**config.mk**
```make
export PLATFORM = sky130hd
export DESIGN_NAME = motor_cmd
export DESIGN_NICKNAME = d
export VERILOG_FILES = /design/src/rtl/motor_pkg.sv /design/src/rtl/pwm_gen.sv /design/src/rtl/motor_cmd.sv
export SDC_FILE = /design/constraint.sdc
export NUM_CORES = 1
export LEC_CHECK = 0
export ABC_AREA = 1
export CORE_MARGIN = 3
export CORE_UTILIZATION = 55
export CTS_BUF_LIST = sky130_fd_sc_hd__clkbuf_2 sky130_fd_sc_hd__clkbuf_4 sky130_fd_sc_hd__clkbuf_8
export CTS_CLUSTER_DIAMETER = 40
export CTS_CLUSTER_SIZE = 25
export DETAILED_ROUTE_END_ITERATION = 10
export PLACE_DENSITY_LB_ADDON = 0.08
export SYNTH_ARGS = -nofsm -noshare
export SYNTH_HDL_FRONTEND = slang
export SYNTH_SLANG_ARGS = --single-unit
```
**constraint.sdc**
```tcl
create_clock -name clk -period 5.66 [get_ports clk]
set_input_delay 1.132 -clock clk [delete_from_list [all_inputs] [get_ports clk]]
set_output_delay 1.132 -clock clk [all_outputs]
set_load 0.02 [all_outputs]
```
**src/rtl/motor_pkg.sv**
```systemverilog
// Shared types and helpers for the motor command path: FSM states,
// PWM period derivation and saturating magnitude.
package motor_pkg;

    typedef enum logic [1:0] {IDLE, RUN, DEAD} state_t;

    function automatic int period_of(input int speed_w);
        return (1 << (speed_w - 1)) - 1;
    endfunction

    // The most-negative command has no positive twin, so it clamps to lim.
    function automatic int sat_abs(input int v, input int lim);
        int m;
        m = (v < 0) ? -v : v;
        return (m > lim) ? lim : m;
    endfunction

endpackage

```
**src/rtl/pwm_gen.sv**
```systemverilog
// Prescaled PWM: duty_in loads at the period boundary (bypass on that cycle), restart opens a
// fresh period at once. pwm is registered (one cycle after its inputs); no backpressure.
module pwm_gen #(
    parameter int PRESCALE = 16,
    parameter int PERIOD   = 127,
    parameter int DUTY_W   = 7
) (
    input  logic              clk,
    input  logic              rst,
    input  logic              restart,
    input  logic [DUTY_W-1:0] duty_in,
    input  logic              run,
    output logic              pwm,
    output logic              boundary
);
    localparam int PS_W = (PRESCALE > 1) ? $clog2(PRESCALE) : 1;

    logic [PS_W-1:0]   presc, presc_n;
    logic [DUTY_W-1:0] cnt, cnt_n;
    logic [DUTY_W-1:0] mag_active, active_n;
    logic              tick;

    always_comb begin
        tick     = (presc == PS_W'(PRESCALE - 1));
        boundary = tick && (cnt == DUTY_W'(PERIOD - 1));
        presc_n  = tick ? '0 : presc + 1'b1;
        cnt_n    = cnt;
        if (boundary) begin
            cnt_n = '0;
        end else if (tick) begin
            cnt_n = cnt + 1'b1;
        end
        active_n = boundary ? duty_in : mag_active;
        if (restart) begin
            presc_n  = '0;
            cnt_n    = '0;
            active_n = duty_in;
        end
    end

    // Compare against next-cycle values so the registered pwm lines up with cnt.
    always_ff @(posedge clk) begin
        if (rst) begin
            presc      <= '0;
            cnt        <= '0;
            mag_active <= '0;
            pwm        <= 1'b0;
        end else begin
            presc      <= presc_n;
            cnt        <= cnt_n;
            mag_active <= active_n;
            pwm        <= run && (cnt_n < active_n);
        end
    end

endmodule

```
**src/rtl/motor_cmd.sv**
```systemverilog
// Signed speed command to pwm/dir/en with a timed coast on every reversal.
// Outputs change one cycle after command acceptance; cmd_ready drops for the whole coast.
module motor_cmd
    import motor_pkg::*;
#(
    parameter int SPEED_W     = 8,
    parameter int PRESCALE    = 16,
    parameter int DEAD_CYCLES = 1024
) (
    input  logic                      clk,
    input  logic                      rst,
    input  logic signed [SPEED_W-1:0] cmd_speed,
    input  logic                      cmd_valid,
    output logic                      cmd_ready,
    output logic                      pwm,
    output logic                      dir,
    output logic                      en,
    output logic                      reversing
);
    localparam int PERIOD = period_of(SPEED_W);
    localparam int MAG_W  = SPEED_W - 1;
    localparam int DC_W   = $clog2(DEAD_CYCLES + 1);

    state_t             state, state_n;
    logic [MAG_W-1:0]   mag_pending, pending_n, cmd_mag;
    logic               dir_latched, latched_n;
    logic [DC_W-1:0]    dead_cnt;
    logic               accept, cmd_zero, cmd_dir, restart;
    logic               unused_boundary;

    assign cmd_ready = (state != DEAD);
    assign reversing = (state == DEAD);
    assign accept    = cmd_valid && cmd_ready;
    assign cmd_zero  = (cmd_speed == '0);
    assign cmd_dir   = ~cmd_speed[SPEED_W-1];
    assign cmd_mag   = MAG_W'(sat_abs(int'(cmd_speed), PERIOD));

    // dir doubles as the remembered sign of the most recent RUN.
    always_comb begin
        state_n   = state;
        pending_n = mag_pending;
        latched_n = dir_latched;
        restart   = 1'b0;
        unique case (state)
            IDLE: begin
                if (accept && !cmd_zero) begin
                    pending_n = cmd_mag;
                    latched_n = cmd_dir;
                    if (cmd_dir == dir) begin
                        state_n = RUN;
                        restart = 1'b1;
                    end else begin
                        state_n = DEAD;
                    end
                end
            end
            RUN: begin
                if (accept) begin
                    if (cmd_zero) begin
                        state_n = IDLE;
                    end else begin
                        pending_n = cmd_mag;
                        latched_n = cmd_dir;
                        if (cmd_dir != dir) begin
                            state_n = DEAD;
                        end
                    end
                end
            end
            DEAD: begin
                if (dead_cnt == DC_W'(DEAD_CYCLES - 1)) begin
                    state_n = RUN;
                    restart = 1'b1;
                end
            end
            default: state_n = IDLE;
        endcase
    end

    always_ff @(posedge clk) begin
        if (rst) begin
            state       <= IDLE;
            mag_pending <= '0;
            dir_latched <= 1'b1;
            dir         <= 1'b1;
            en          <= 1'b0;
            dead_cnt    <= '0;
        end else begin
            state       <= state_n;
            mag_pending <= pending_n;
            dir_latched <= latched_n;
            en          <= (state_n == RUN);
            dead_cnt    <= (state == DEAD && state_n == DEAD) ? dead_cnt + 1'b1 : '0;
            if (restart) begin
                dir <= latched_n;
            end
        end
    end

    pwm_gen #(
        .PRESCALE (PRESCALE),
        .PERIOD   (PERIOD),
        .DUTY_W   (MAG_W)
    ) u_pwm (
        .clk      (clk),
        .rst      (rst),
        .restart  (restart),
        .duty_in  (pending_n),
        .run      (state_n == RUN),
        .pwm      (pwm),
        .boundary (unused_boundary)
    );

endmodule

```
# Word level (Yosys, flattened, before mapping)
# Index checks and enable logic that the tools add are counted.
# W data, S select, Z words.
# word_totals
out_inout_bits	5
input_bits	11
ff_bits	42
wordCells	65
# op_classes
reduce_logical	10
mux	26
eq_ne	10
add_sub_neg	4
order_cmp	3
bitwise	2
# ops
operator	n
$mux W7	9
$gt A32 B8 Y1 const B	1
$mux W32	1
$neg A8 Y32	1
$pmux W7 S2	1
$mux W2	6
$add A11 B1 Y11 const B	1
$eq A11 B10 Y1 const B	1
$logic_not A8 Y1	1
$lt A8 B1 Y1 const B	1
$add A7 B1 Y7 const B	1
$eq A7 B7 Y1 const B	1
$lt A7 B7 Y1	1
$mux W1	6
$pmux W2 S3	1
$logic_and A1 B1 Y1	5
$add A4 B1 Y4 const B	1
$eq A2 B1 Y1 const B	2
$eq A2 B2 Y1 const B	2
$eq A4 B4 Y1 const B	1
$pmux W1 S2	2
$reduce_or A3 Y1	1
$logic_not A2 Y1	1
$ne A2 B2 Y1 const B	1
5 further kinds	6

# Longest topological paths before layout
# Gate-level depths: netlist (run 1).
# depth
depth_word	11
ltp_mapped	19
mapped_depth_nobuf	18

# Cells and area by module
# Synthesis (run 1) repeated with hierarchy kept, for this count alone.
# unflattened
hier_cells	328
hier_area_um2	2356.0
# modules_own_cells
module	cells_each	instances	seq_area_each_um2	area_per_inst_um2
motor_cmd	201	1	460.4	1296.2
pwm_gen	127	1	380.4	1059.8

# Least setup slack after synthesis (run 1)
# Ideal clock, no wire load.
# synth_timing
kind	input -> register
from	input port cmd_speed[1]
to	register u_pwm.pwm
setup_time_ns	0.070
path_buffers	1
cell_stages	18
arrival_ns	2.960
t_required_ns	5.590
setup_slack_ns	2.630
path_cell_list	inv_1 -> ha_1 -> nand2_1 -> inv_1 -> nand2_4 -> nand3_2 -> inv_2 -> buf_6 -> or2_1 -> nand2_2 -> nand2_2 -> o21ai_2 -> ha_1 -> nand2_1 -> nor2_1 -> a211oi_1 -> nand2_1 -> a21oi_1
# synth_via
elab_chain_len	11
word_cells_on_any_way	24
classes_between	add/sub (1); order compare (3); eq/ne (1); mux (15); reduce/logical (4)
# synth_rtl
item	line	source
start: declaration	motor_cmd.sv:12	input logic signed [SPEED_W-1:0] cmd_speed,
$neg A8 Y32 / $lt A8 B1 Y1 (equally long branches)	motor_pkg.sv:14	m = (v < 0) ? -v : v;
$mux W32	motor_pkg.sv:14	
$gt A32 B8 Y1	motor_pkg.sv:15	return (m > lim) ? lim : m;
$mux W7	motor_pkg.sv:15	
$mux W7	motor_cmd.sv:59	if (cmd_zero) begin
$mux W7	motor_cmd.sv:58	if (accept) begin
$pmux W7 S2	motor_cmd.sv:44	unique case (state)
$mux W7	pwm_gen.sv:33	active_n = boundary ? duty_in : mag_active;
$mux W7	pwm_gen.sv:34	if (restart) begin
$lt A7 B7 Y1	pwm_gen.sv:52	pwm <= run && (cnt_n < active_n);
$logic_and A1 B1 Y1 *	pwm_gen.sv:52	
end signal: assignment	pwm_gen.sv:52	
end: declaration	pwm_gen.sv:13	output logic pwm,
# Mark *: on every way between the ends. The rest lies on a longest branch, timed or not.
# A chain may end at the register's enable or synchronous reset.

# Worst setup path after layout (run 1)
# layout_timing
from	input port cmd_speed[7]
to	register u_pwm.pwm
# The elaborated chain is that of the path after synthesis.

==> qor.csv, run 1 <==
stage;metric;value;unit
grt;grt_usage;0.174;
synthesis;ys_async_sr_fraction;0;
routing;drt_iter0_markers;78;
routing;routed_wl;3980;um
routing;dr.pass1.iters;4;
layout;num_antenna_cells;0;
grt;grt_pass1_wl;7060;um
grt;grt_max_degree;26;
synthesis;netlist_area;0.00225;sq mm
synthesis;syn_inst;294;
sta;max_freq;291;MHz
die;start_util;0.593;
critical_path;start_kind;input port;
power;p_leak;1.06;nW
clock_tree;clkSinkCount;42;
critical_path;critPathCapture;u_pwm.pwm$_SDFF_PP0_;
routing;avgRoutedWirePerCell;11.1;um
die;fp.dieW;70.0;um
clock_tree;htreeDepth;2;
clock_tree;clockBufferDepth;2;
layout;layout-drive-gt1-share;0.132;
synthesis;synth_compound_area_frac;0.0845;
clock_tree;cts_root_buf;clkbuf_8;
critical_path;critPathLaunch;cmd_speed[7];
critical_path;reg2reg_slack;3.20;ns
critical_path;critPathArrivalTime;3.66;ns
synthesis;ys_seq_area_frac;0.374;
synthesis;ys_seq_elements;42;
synthesis;ys.flop_type;dfxtp_1;
synthesis;synth_top_family_by_area;simple AND/OR/NAND/NOR gates;
layout;regArea;841;sq um
critical_path;worstSetupPathType;in2reg;
die;rows;22;
sta;setup_viol;0;
synthesis;yosys-mux-area-fraction;0;
run_status;outcome;complete, no violations;
routing;vias_per_cell;5.03;
clock_tree;cts_tree;done;
layout;fillers;344;
sta;slew_headroom;0.736;
power;ir_worst_vdd;0.000138;V
worst_hold_path;hold_class;reg2reg;
die;die_area;0.00490;sq mm
grt;grt_pass1_vias;1662;
clock_tree;insertion_delay;0.29;ns
critical_path;r2r.worst_path.cells;13;
synthesis;synth_edf_count;0;
synthesis;yosysTopAreaCellShare;0.374;
layout;fin_cells;359;
placed_design;place_congestion;0.828;
placed_design;dp_hpwl;2980;um
placed_design;dp.cells;351;
sta;setup_tns;0;ns
layout;final_nets;332;
synthesis;synth_adder_area_share;0.0611;
sta;rsz0062_at_grt;no;
synthesis;yosysUniqueCellTypes;37;
die;ios;16;
grt;grt_antenna_before_repair;0;
critical_path;regToRegEndpoint;u_pwm.pwm$_SDFF_PP0_;
critical_path;crit_path_end_kind;register;
sta;post-route-min-period;3.43;ns
clock_tree;cts_resized;0;
clock_tree;holdBufCountCts;0;
layout;area_growth_syn_to_layout;11.7;%
critical_path;critPathRequiredTime;5.89;ns
synthesis;syn_nets;316;
synthesis;yosys-top-cells-area;dfxtp_1 (37%), nor2_1 (9.3%), nand2_1 (7.2%), ha_1 (6.1%), inv_1 (5.3%);
synthesis;synth-xor-area-share;0.0506;
synthesis;synth_common_cells;nor2_1 (56), nand2_1 (43), dfxtp_1 (42);
sta;drv_slew;0;
die;coreArea;0.00380;sq mm
synthesis;yosysMostFrequentCell;nor2_1;
clock_tree;clk_pin_slew;0.08;ns
sta;finClkSkew;0.00524;ns
clock_tree;post_cts_buffers;0;
power;cellPowerDensity;275;mW/mm^2
sta;hold_violations;0;
synthesis;synthSimpleGateAreaFrac;0.346;
sta;period_share;0.606;
synthesis;postSynthAreaPerCell;7.66;sq um
routing;ant_nets;0;
placed_design;port_buffers;15;
clock_tree;cts_inserted_buffers;5;
critical_path;r2r_start;dead_cnt[0]$_SDFF_PP0_;
die;die_h;70.0;um
critical_path;path_max_fanout;10;
sta;tightest_slew;0.394;ns
layout;multi_input_area;0.00122;sq mm
flow_run;maxCapViolCount;0;
synthesis;synth_largest_area_cell;dfxtp_1;
worst_hold_path;holdCritStartpoint;u_pwm.presc[0]$_SDFF_PP0_;
synthesis;yosysWarnings;0;
grt;grt_overflow;0;
routing;vias;1807;
routing;drc;0;
==> worst max-delay path: stages <==
cell and delay [ns]:
clkdlybuf4s50_1 0.71, nand3_1 0.21, nor2_1 0.35, nor2_1 0.09, nand3_1 0.09, o21ai_1 0.09, nand2_1 0.08, o21ai_2 0.07
ha_1 0.31, a21oi_1 0.13, nor2_1 0.05, a211oi_1 0.16, nand2_1 0.07, a21oi_1 0.10
==> cell type report <==
| cell class | instances | share of cell area |
|---|---|---|
| clock buffer | 6 | 0.0329 |
| clock inverter | 2 | 0.00498 |
| inverter | 37 | 0.0553 |
| multi-input combinational | 208 | 0.486 |
| sequential | 42 | 0.334 |
| tap | 48 | 0.0239 |
| timing repair buffer | 16 | 0.0627 |
==> where the power goes <==
part           leakage [nW]  total, mW  internal, mW  switching, mW
combinational         0.675      0.163        0.0631         0.0994
clock                0.0472      0.200        0.0980          0.102
sequential            0.342      0.328         0.318         0.0104
total                  1.06      0.691         0.479          0.212
==> worst min-delay path by stage <==
stage,end,cells past startpoint,slack (ns)
after floorplan,dead_cnt[0]$_SDFF_PP0_,1,0.42
after global placement,dead_cnt[0]$_SDFF_PP0_,1,0.43
after detailed placement,dead_cnt[0]$_SDFF_PP0_,1,0.44
after CTS,u_pwm.presc[0]$_SDFF_PP0_,1,0.45
after global routing,dead_cnt[0]$_SDFF_PP0_,1,0.48
final,u_pwm.presc[0]$_SDFF_PP0_,1,0.45
==> layout by cell type, fill, tap and decap left out, types with 5 or more instances in the layout <==
master	netlist	routed
nor2_2	5	5
ha_1	11	11
a21oi_1	8	8
clkdlybuf4s50_1	0	15
xor2_1	9	9
nand3_1	12	12
nor3_1	10	10
o21ai_2	5	5
nor2_1	56	56
inv_1	32	32
nand4_1	8	8
inv_2	5	5
nand2_1	43	43
dfxtp_1	42	42
clkbuf_8	0	6
==> through the flow <==
| stage | power, mW | setup WS (ns) | hold slack (ns) | util | instance area, sq um |
|---|---|---|---|---|---|
| 6_report | 0.691 | 2.23 | 0.451 | 0.662 | 2510 |
| 3_3_place_gp | 0.496 | 2.02 | 0.432 | 0.637 | 2420 |
| 4_1_cts | 0.699 | 2.24 | 0.455 | 0.662 | 2510 |
| 2_1_floorplan | 0.463 | 2.63 | 0.418 | - | 2250 |
| 5_1_grt | 0.735 | 1.98 | 0.476 | 0.662 | 2510 |
| 3_5_place_dp | 0.499 | 1.92 | 0.438 | 0.637 | 2420 |
==> per-layer routing <==
metal,global-route usage,up-vias,routed length [um]
li1,-,979,-
met1,0.228,801,2020
met2,0.283,22,1780
met3,0.0475,5,139
met4,0.0447,0,41
met5,0,-,0
==> cell families after synthesis <==
family / after synthesis
flip-flops: 42
AND/OR/NAND/NOR: 155
adder cells (fa/ha/maj): 11
buffers and inverters: 44
AO/OA/AOI/OAI: 29
XOR/XNOR: 13
==> state kept, by name, summed over array words and instances, names as in the netlist, 2 cells and up <==
| signal | flops |
|---|---|
| u_pwm.presc | 4 |
| state | 2 |
| u_pwm.cnt | 7 |
| u_pwm.mag_active | 7 |
| mag_pending | 7 |
| dead_cnt | 11 |
Power figures use the tool's default switching activity.
==> run 2, diff against run 1 <==
==> constraint.sdc (replaced) <==
create_clock -name clk -period 3.2 [get_ports clk]
set_input_delay 0.64 -clock clk [delete_from_list [all_inputs] [get_ports clk]]
set_output_delay 0.64 -clock clk [all_outputs]
set_load 0.02 [all_outputs]
==> qor.csv, run 2 (synthesis gave the netlist of run 1 again) <==
stage;metric;value;unit;change
sta;max_freq;352;MHz;
clock_tree;cts_root_buf;clkbuf_8;;
clock_tree;clkSinkCount;42;;unchanged
die;ios;16;;unchanged
critical_path;critPathRequiredTime;3.43;ns;-2.46 ns
grt;grt_pass1_vias;1723;;+3.7%
worst_hold_path;hold_class;reg2reg;;
layout;largest_reg_flops;11;;unchanged
placed_design;port_buffers;15;;unchanged
critical_path;critPathArrivalTime;3.07;ns;-0.59 ns
flow_run;maxCapViolCount;0;;unchanged
layout;num_antenna_cells;0;;unchanged
clock_tree;insertion_delay;0.30;ns;about the same
routing;routed_wl;4090;um;+2.8%
critical_path;start_kind;input port;;
grt;grt_usage;0.181;;+0.00619
clock_tree;cts_inserted_buffers;5;;unchanged
clock_tree;clk_pin_slew;0.09;ns;about the same
layout;layout-drive-gt1-share;0.143;;+0.0110
critical_path;crit_path_end_kind;register;;
die;die_h;70.0;um;unchanged
power;ir_worst_vdd;0.000300;V;+120%
die;coreArea;0.00380;sq mm;unchanged
sta;tightest_slew;0.450;ns;+0.0557 ns
sta;rsz0062_at_grt;no;;
sta;fin_ws;0.363;ns;-1.87 ns
sta;setup_tns;0;ns;unchanged
clock_tree;clockBufferDepth;2;;unchanged
clock_tree;cts_resized;0;;unchanged
power;p_leak;1.08;nW;+1.2%
routing;vias_per_cell;5.10;;+1.3%
clock_tree;post_cts_buffers;0;;unchanged
routing;vias;1850;;+2.4%
grt;grt_overflow;0;;unchanged
clock_tree;htreeDepth;2;;unchanged
sta;post-route-min-period;2.84;ns;
critical_path;reg2reg_slack;0.81;ns;-2.39 ns
placed_design;place_congestion;0.920;;+11%
sta;period_share;0.887;;
sta;finClkSkew;0.0147;ns;+0.00944 ns
die;fp.dieW;70.0;um;unchanged
routing;avgRoutedWirePerCell;11.3;um;+1.7%
sta;slew_headroom;0.699;;-0.0373
power;cellPowerDensity;484;mW/mm^2;+76%
layout;area_growth_syn_to_layout;12.9;%;
grt;grt_pass1_wl;7220;um;+2.3%
die;rows;22;;unchanged
clock_tree;cts_tree;done;;
layout;final_common_cell;nor2_1;;
die;start_util;0.593;;unchanged
routing;dr.pass1.iters;4;;unchanged
placed_design;dp_hpwl;3160;um;+6.1%
critical_path;worstSetupPathType;in2reg;;
sta;hold_violations;0;;unchanged
grt;grt_max_degree;19;;-27%
sta;setup_viol;0;;unchanged
placed_design;dp.cells;355;;+1.1%
placed_design;dpl_worst_slack;0.0458;ns;-1.88 ns
critical_path;path_max_fanout;11;;+1
grt;grt_antenna_before_repair;0;;unchanged
run_status;outcome;complete, no violations;;
layout;regMostFlops;dead_cnt;;
sta;drv_slew;0;;unchanged
layout;layout_common_cells;nor2_1 (56), nand2_1 (43), dfxtp_1 (42);;
routing;ant_nets;0;;unchanged
layout;final_nets;336;;+1.2%
layout;fin_cells;363;;+1.1%
routing;drc;0;;unchanged
die;die_area;0.00490;sq mm;unchanged
routing;drt_iter0_markers;69;;-12%
clock_tree;holdBufCountCts;0;;unchanged
run 2: cell types whose count changed in the layout (fill, tap and decap cells not counted):
cell,before,now
buf_4,1,5
clkinvlp_4,1,2
clkinv_2,1,0
inv_6,0,1
clkbuf_8,6,5
run 2: layout make-up:
| class | count | area, sq um |
|---|---|---|
| sequential | 42 | 841 |
| timing repair buffer | 20 | 188 |
| multi-input combinational | 208 | 1220 |
| inverter | 37 | 139 |
| fill | 352 | 1260 |
| tap | 48 | 60.1 |
| clock buffer | 5 | 68.8 |
| clock inverter | 3 | 23.8 |
run 2: metal layers:
layer	GRT usage	vias to the layer above	part of all wire
li1	-	983	-
met1	0.224	842	0.49
met2	0.294	23	0.47
met3	0.0561	2	0.033
met4	0.0638	0	0.0066
met5	0	-	0
run 2: power by group:
part / internal, mW / total [mW] / switching, mW / leakage, nW
Clock: 0.156 / 0.349 / 0.193 / 0.0408
Combinational: 0.120 / 0.299 / 0.180 / 0.694
Sequential: 0.562 / 0.581 / 0.0184 / 0.342
run 2: final timing paths:
kind | startpoint | endpoint | cells past startpoint
worst max register to register | u_pwm.presc[0]$_SDFF_PP0_ | u_pwm.pwm$_SDFF_PP0_ | 13
worst max-delay path | cmd_speed[0] | u_pwm.pwm$_SDFF_PP0_ | 18
worst min register to register | u_pwm.presc[0]$_SDFF_PP0_ | u_pwm.presc[0]$_SDFF_PP0_ | 1
worst min-delay path | u_pwm.presc[0]$_SDFF_PP0_ | u_pwm.presc[0]$_SDFF_PP0_ | 1
run 2: stage by stage:
stage                     cell area [sq um]  hold WS, ns  power, mW  utilization
after floorplan                        2250        0.418      0.819            -
after global placement                 2450        0.432      0.889        0.645
after detailed placement               2450        0.443      0.895        0.645
after CTS                              2540        0.455       1.25        0.669
after global routing                   2540        0.476       1.31        0.669
final                                  2540        0.452       1.23        0.669
run 2: worst max-delay path: stages:
cell             delay (ns)
clkdlybuf4s50_1        0.48
inv_1                  0.07
ha_1                   0.22
nand2_1                0.09
inv_1                  0.08
nand2_4                0.09
nand3_2                0.08
inv_2                  0.15
nand3_1                0.10
o21ai_1                0.12
nand2_1                0.09
o21ai_2                0.07
ha_1                   0.26
a21oi_1                0.13
nor2_1                 0.05
a211oi_1               0.16
nand2_1                0.07
a21oi_1                0.11
==> run 3, diff against run 2 <==
==> constraint.sdc (replaced) <==
create_clock -name clk -period 2.97 [get_ports clk]
set_input_delay 0.594 -clock clk [delete_from_list [all_inputs] [get_ports clk]]
set_output_delay 0.594 -clock clk [all_outputs]
set_load 0.02 [all_outputs]
==> qor.csv, run 3 (synthesis gave the netlist of run 1 again) <==
stage;metric;value;unit;change
run_status;outcome;complete, no violations;;
layout;regMostFlops;dead_cnt;;
critical_path;worstSetupPathType;in2reg;;
die;die_area;0.00490;sq mm;unchanged
critical_path;critPathArrivalTime;2.97;ns;-0.10 ns
layout;fillers;316;;-10%
sta;hold_violations;0;;unchanged
layout;area_growth_syn_to_layout;17.3;%;
die;rows;22;;unchanged
clock_tree;cts_tree;done;;
critical_path;start_kind;input port;;
grt;grt_overflow;0;;unchanged
critical_path;regToRegEndpoint;u_pwm.pwm$_SDFF_PP0_;;
sta;max_freq;366;MHz;
clock_tree;htreeDepth;2;;unchanged
layout;num_antenna_cells;0;;unchanged
placed_design;dp_hpwl;3160;um;about the same
clock_tree;cts_inserted_buffers;5;;unchanged
die;ios;16;;unchanged
layout;layout_common_cells;nor2_1 (56), nand2_1 (43), dfxtp_1 (42);;
power;p_leak;1.14;nW;+5.9%
worst_hold_path;whs_endpoint;dead_cnt[0]$_SDFF_PP0_;;
sta;fin_ws;0.240;ns;-0.122 ns
routing;routed_wl;4170;um;+2.1%
critical_path;r2r.worst_path.cells;13;;unchanged
sta;slew_headroom;0.716;;+0.0169
clock_tree;clockBufferDepth;2;;unchanged
worst_hold_path;min_delay_path_depth;1;;unchanged
layout;largest_reg_flops;11;;unchanged
critical_path;path_max_fanout;9;;-2
die;coreArea;0.00380;sq mm;unchanged
clock_tree;cts_resized;0;;unchanged
grt;grt_pass1_vias;1795;;+4.2%
routing;avgRoutedWirePerCell;11.1;um;-1.5%
layout;final_nets;349;;+3.9%
clock_tree;post_cts_buffers;0;;unchanged
worst_hold_path;holdCritStartpoint;dead_cnt[0]$_SDFF_PP0_;;
placed_design;dpl_worst_slack;-0.0684;ns;-0.114 ns
worst_hold_path;hold_class;reg2reg;;
layout;final_common_cell;nor2_1;;
sta;whs;0.452;ns;+0.000505 ns
power;power;1.35;mW;+10%
critical_path;crit_path_end_kind;register;;
placed_design;port_buffers;15;;unchanged
layout;multi_input_area;0.00122;sq mm;unchanged
sta;drv_slew;0;;unchanged
power;ir_worst_vdd;0.000336;V;+12%
clock_tree;clk_pin_slew;0.08;ns;about the same
sta;period_share;0.919;;
routing;dr.pass1.iters;5;;+1
die;fp.dieW;70.0;um;unchanged
critical_path;critPathRequiredTime;3.21;ns;-0.22 ns
grt;grt_usage;0.185;;+0.00461
sta;setup_tns;0;ns;unchanged
grt;grt_pass1_wl;7470;um;+3.5%
routing;drc;0;;unchanged
clock_tree;clkSinkCount;42;;unchanged
routing;vias;1879;;+1.6%
critical_path;reg2reg_slack;0.46;ns;-0.35 ns
placed_design;place_congestion;0.820;;-11%
sta;setup_viol;0;;unchanged
sta;post-route-min-period;2.73;ns;
die;die_h;70.0;um;unchanged
clock_tree;cts_root_buf;clkbuf_8;;
clock_tree;insertion_delay;0.31;ns;about the same
sta;tightest_slew;0.425;ns;-0.0252 ns
flow_run;maxCapViolCount;0;;unchanged
grt;grt_antenna_before_repair;0;;unchanged
power;cellPowerDensity;512;mW/mm^2;+5.9%
clock_tree;holdBufCountCts;0;;unchanged
sta;rsz0062_at_grt;no;;
routing;ant_nets;0;;unchanged
routing;vias_per_cell;5.00;;-1.9%
grt;grt_max_degree;18;;-1
layout;regArea;841;sq um;unchanged
die;start_util;0.593;;unchanged
routing;drt_iter0_markers;137;;+99%
layout;layout-drive-gt1-share;0.177;;+0.0340
critical_path;r2r_start;u_pwm.presc[0]$_SDFF_PP0_;;
sta;finClkSkew;0.0156;ns;+0.000886 ns
critical_path;critPathLaunch;cmd_speed[0];;
-- run 3: power breakdown --
group	switching, mW	internal [mW]
combinational	0.198	0.150
clock	0.210	0.168
sequential	0.0203	0.606
total	0.429	0.924
-- run 3: worst max-delay path: stages --
cell and delay [ns]:
clkdlybuf4s50_1 0.48, inv_1 0.06, ha_1 0.20, nand2_1 0.08, inv_1 0.08, nand2_4 0.09, nand3_2 0.09, inv_4 0.11
nand3_1 0.08, o21ai_1 0.11, nand2_1 0.08, o21ai_2 0.07, ha_1 0.26, a21oi_1 0.14, nor2_1 0.05, a211oi_1 0.19
nand2_1 0.09, a21oi_1 0.11
-- run 3: layout make-up --
class / instances / share of cell area
Clock inverter: 3 / 0.00900
Clock buffer: 5 / 0.0261
Multi-Input combinational cell: 208 / 0.462
Timing Repair Buffer: 33 / 0.108
Sequential cell: 42 / 0.318
Inverter: 37 / 0.0535
Tap cell: 48 / 0.0227
-- run 3: routing by layer --
layer  vias up  GRT usage  part of all wire
met5         -          0                 0
met4         0     0.0574             0.016
met3         6     0.0619             0.050
met2        33      0.301              0.45
met1       829      0.231              0.48
li1       1011          -                 -
-- run 3: worst max-delay path by stage --
stage | slack (ns) | cells after the start | end
2_1_floorplan | 0.48 | 18 | u_pwm.pwm$_SDFF_PP0_
3_3_place_gp | 0.03 | 18 | u_pwm.pwm$_SDFF_PP0_
3_5_place_dp | -0.07 | 18 | u_pwm.pwm$_SDFF_PP0_
4_1_cts | 0.22 | 18 | u_pwm.pwm$_SDFF_PP0_
5_1_grt | 0.008 | 18 | u_pwm.pwm$_SDFF_PP0_
6_report | 0.24 | 18 | u_pwm.pwm$_SDFF_PP0_
-- run 3: through the flow --
stage	cells	area [sq um]	util
floorplan	294	2250	-
global placement	368	2550	0.670
detailed placement	368	2550	0.670
CTS	376	2640	0.695
global route	376	2640	0.695
finish	376	2640	0.695
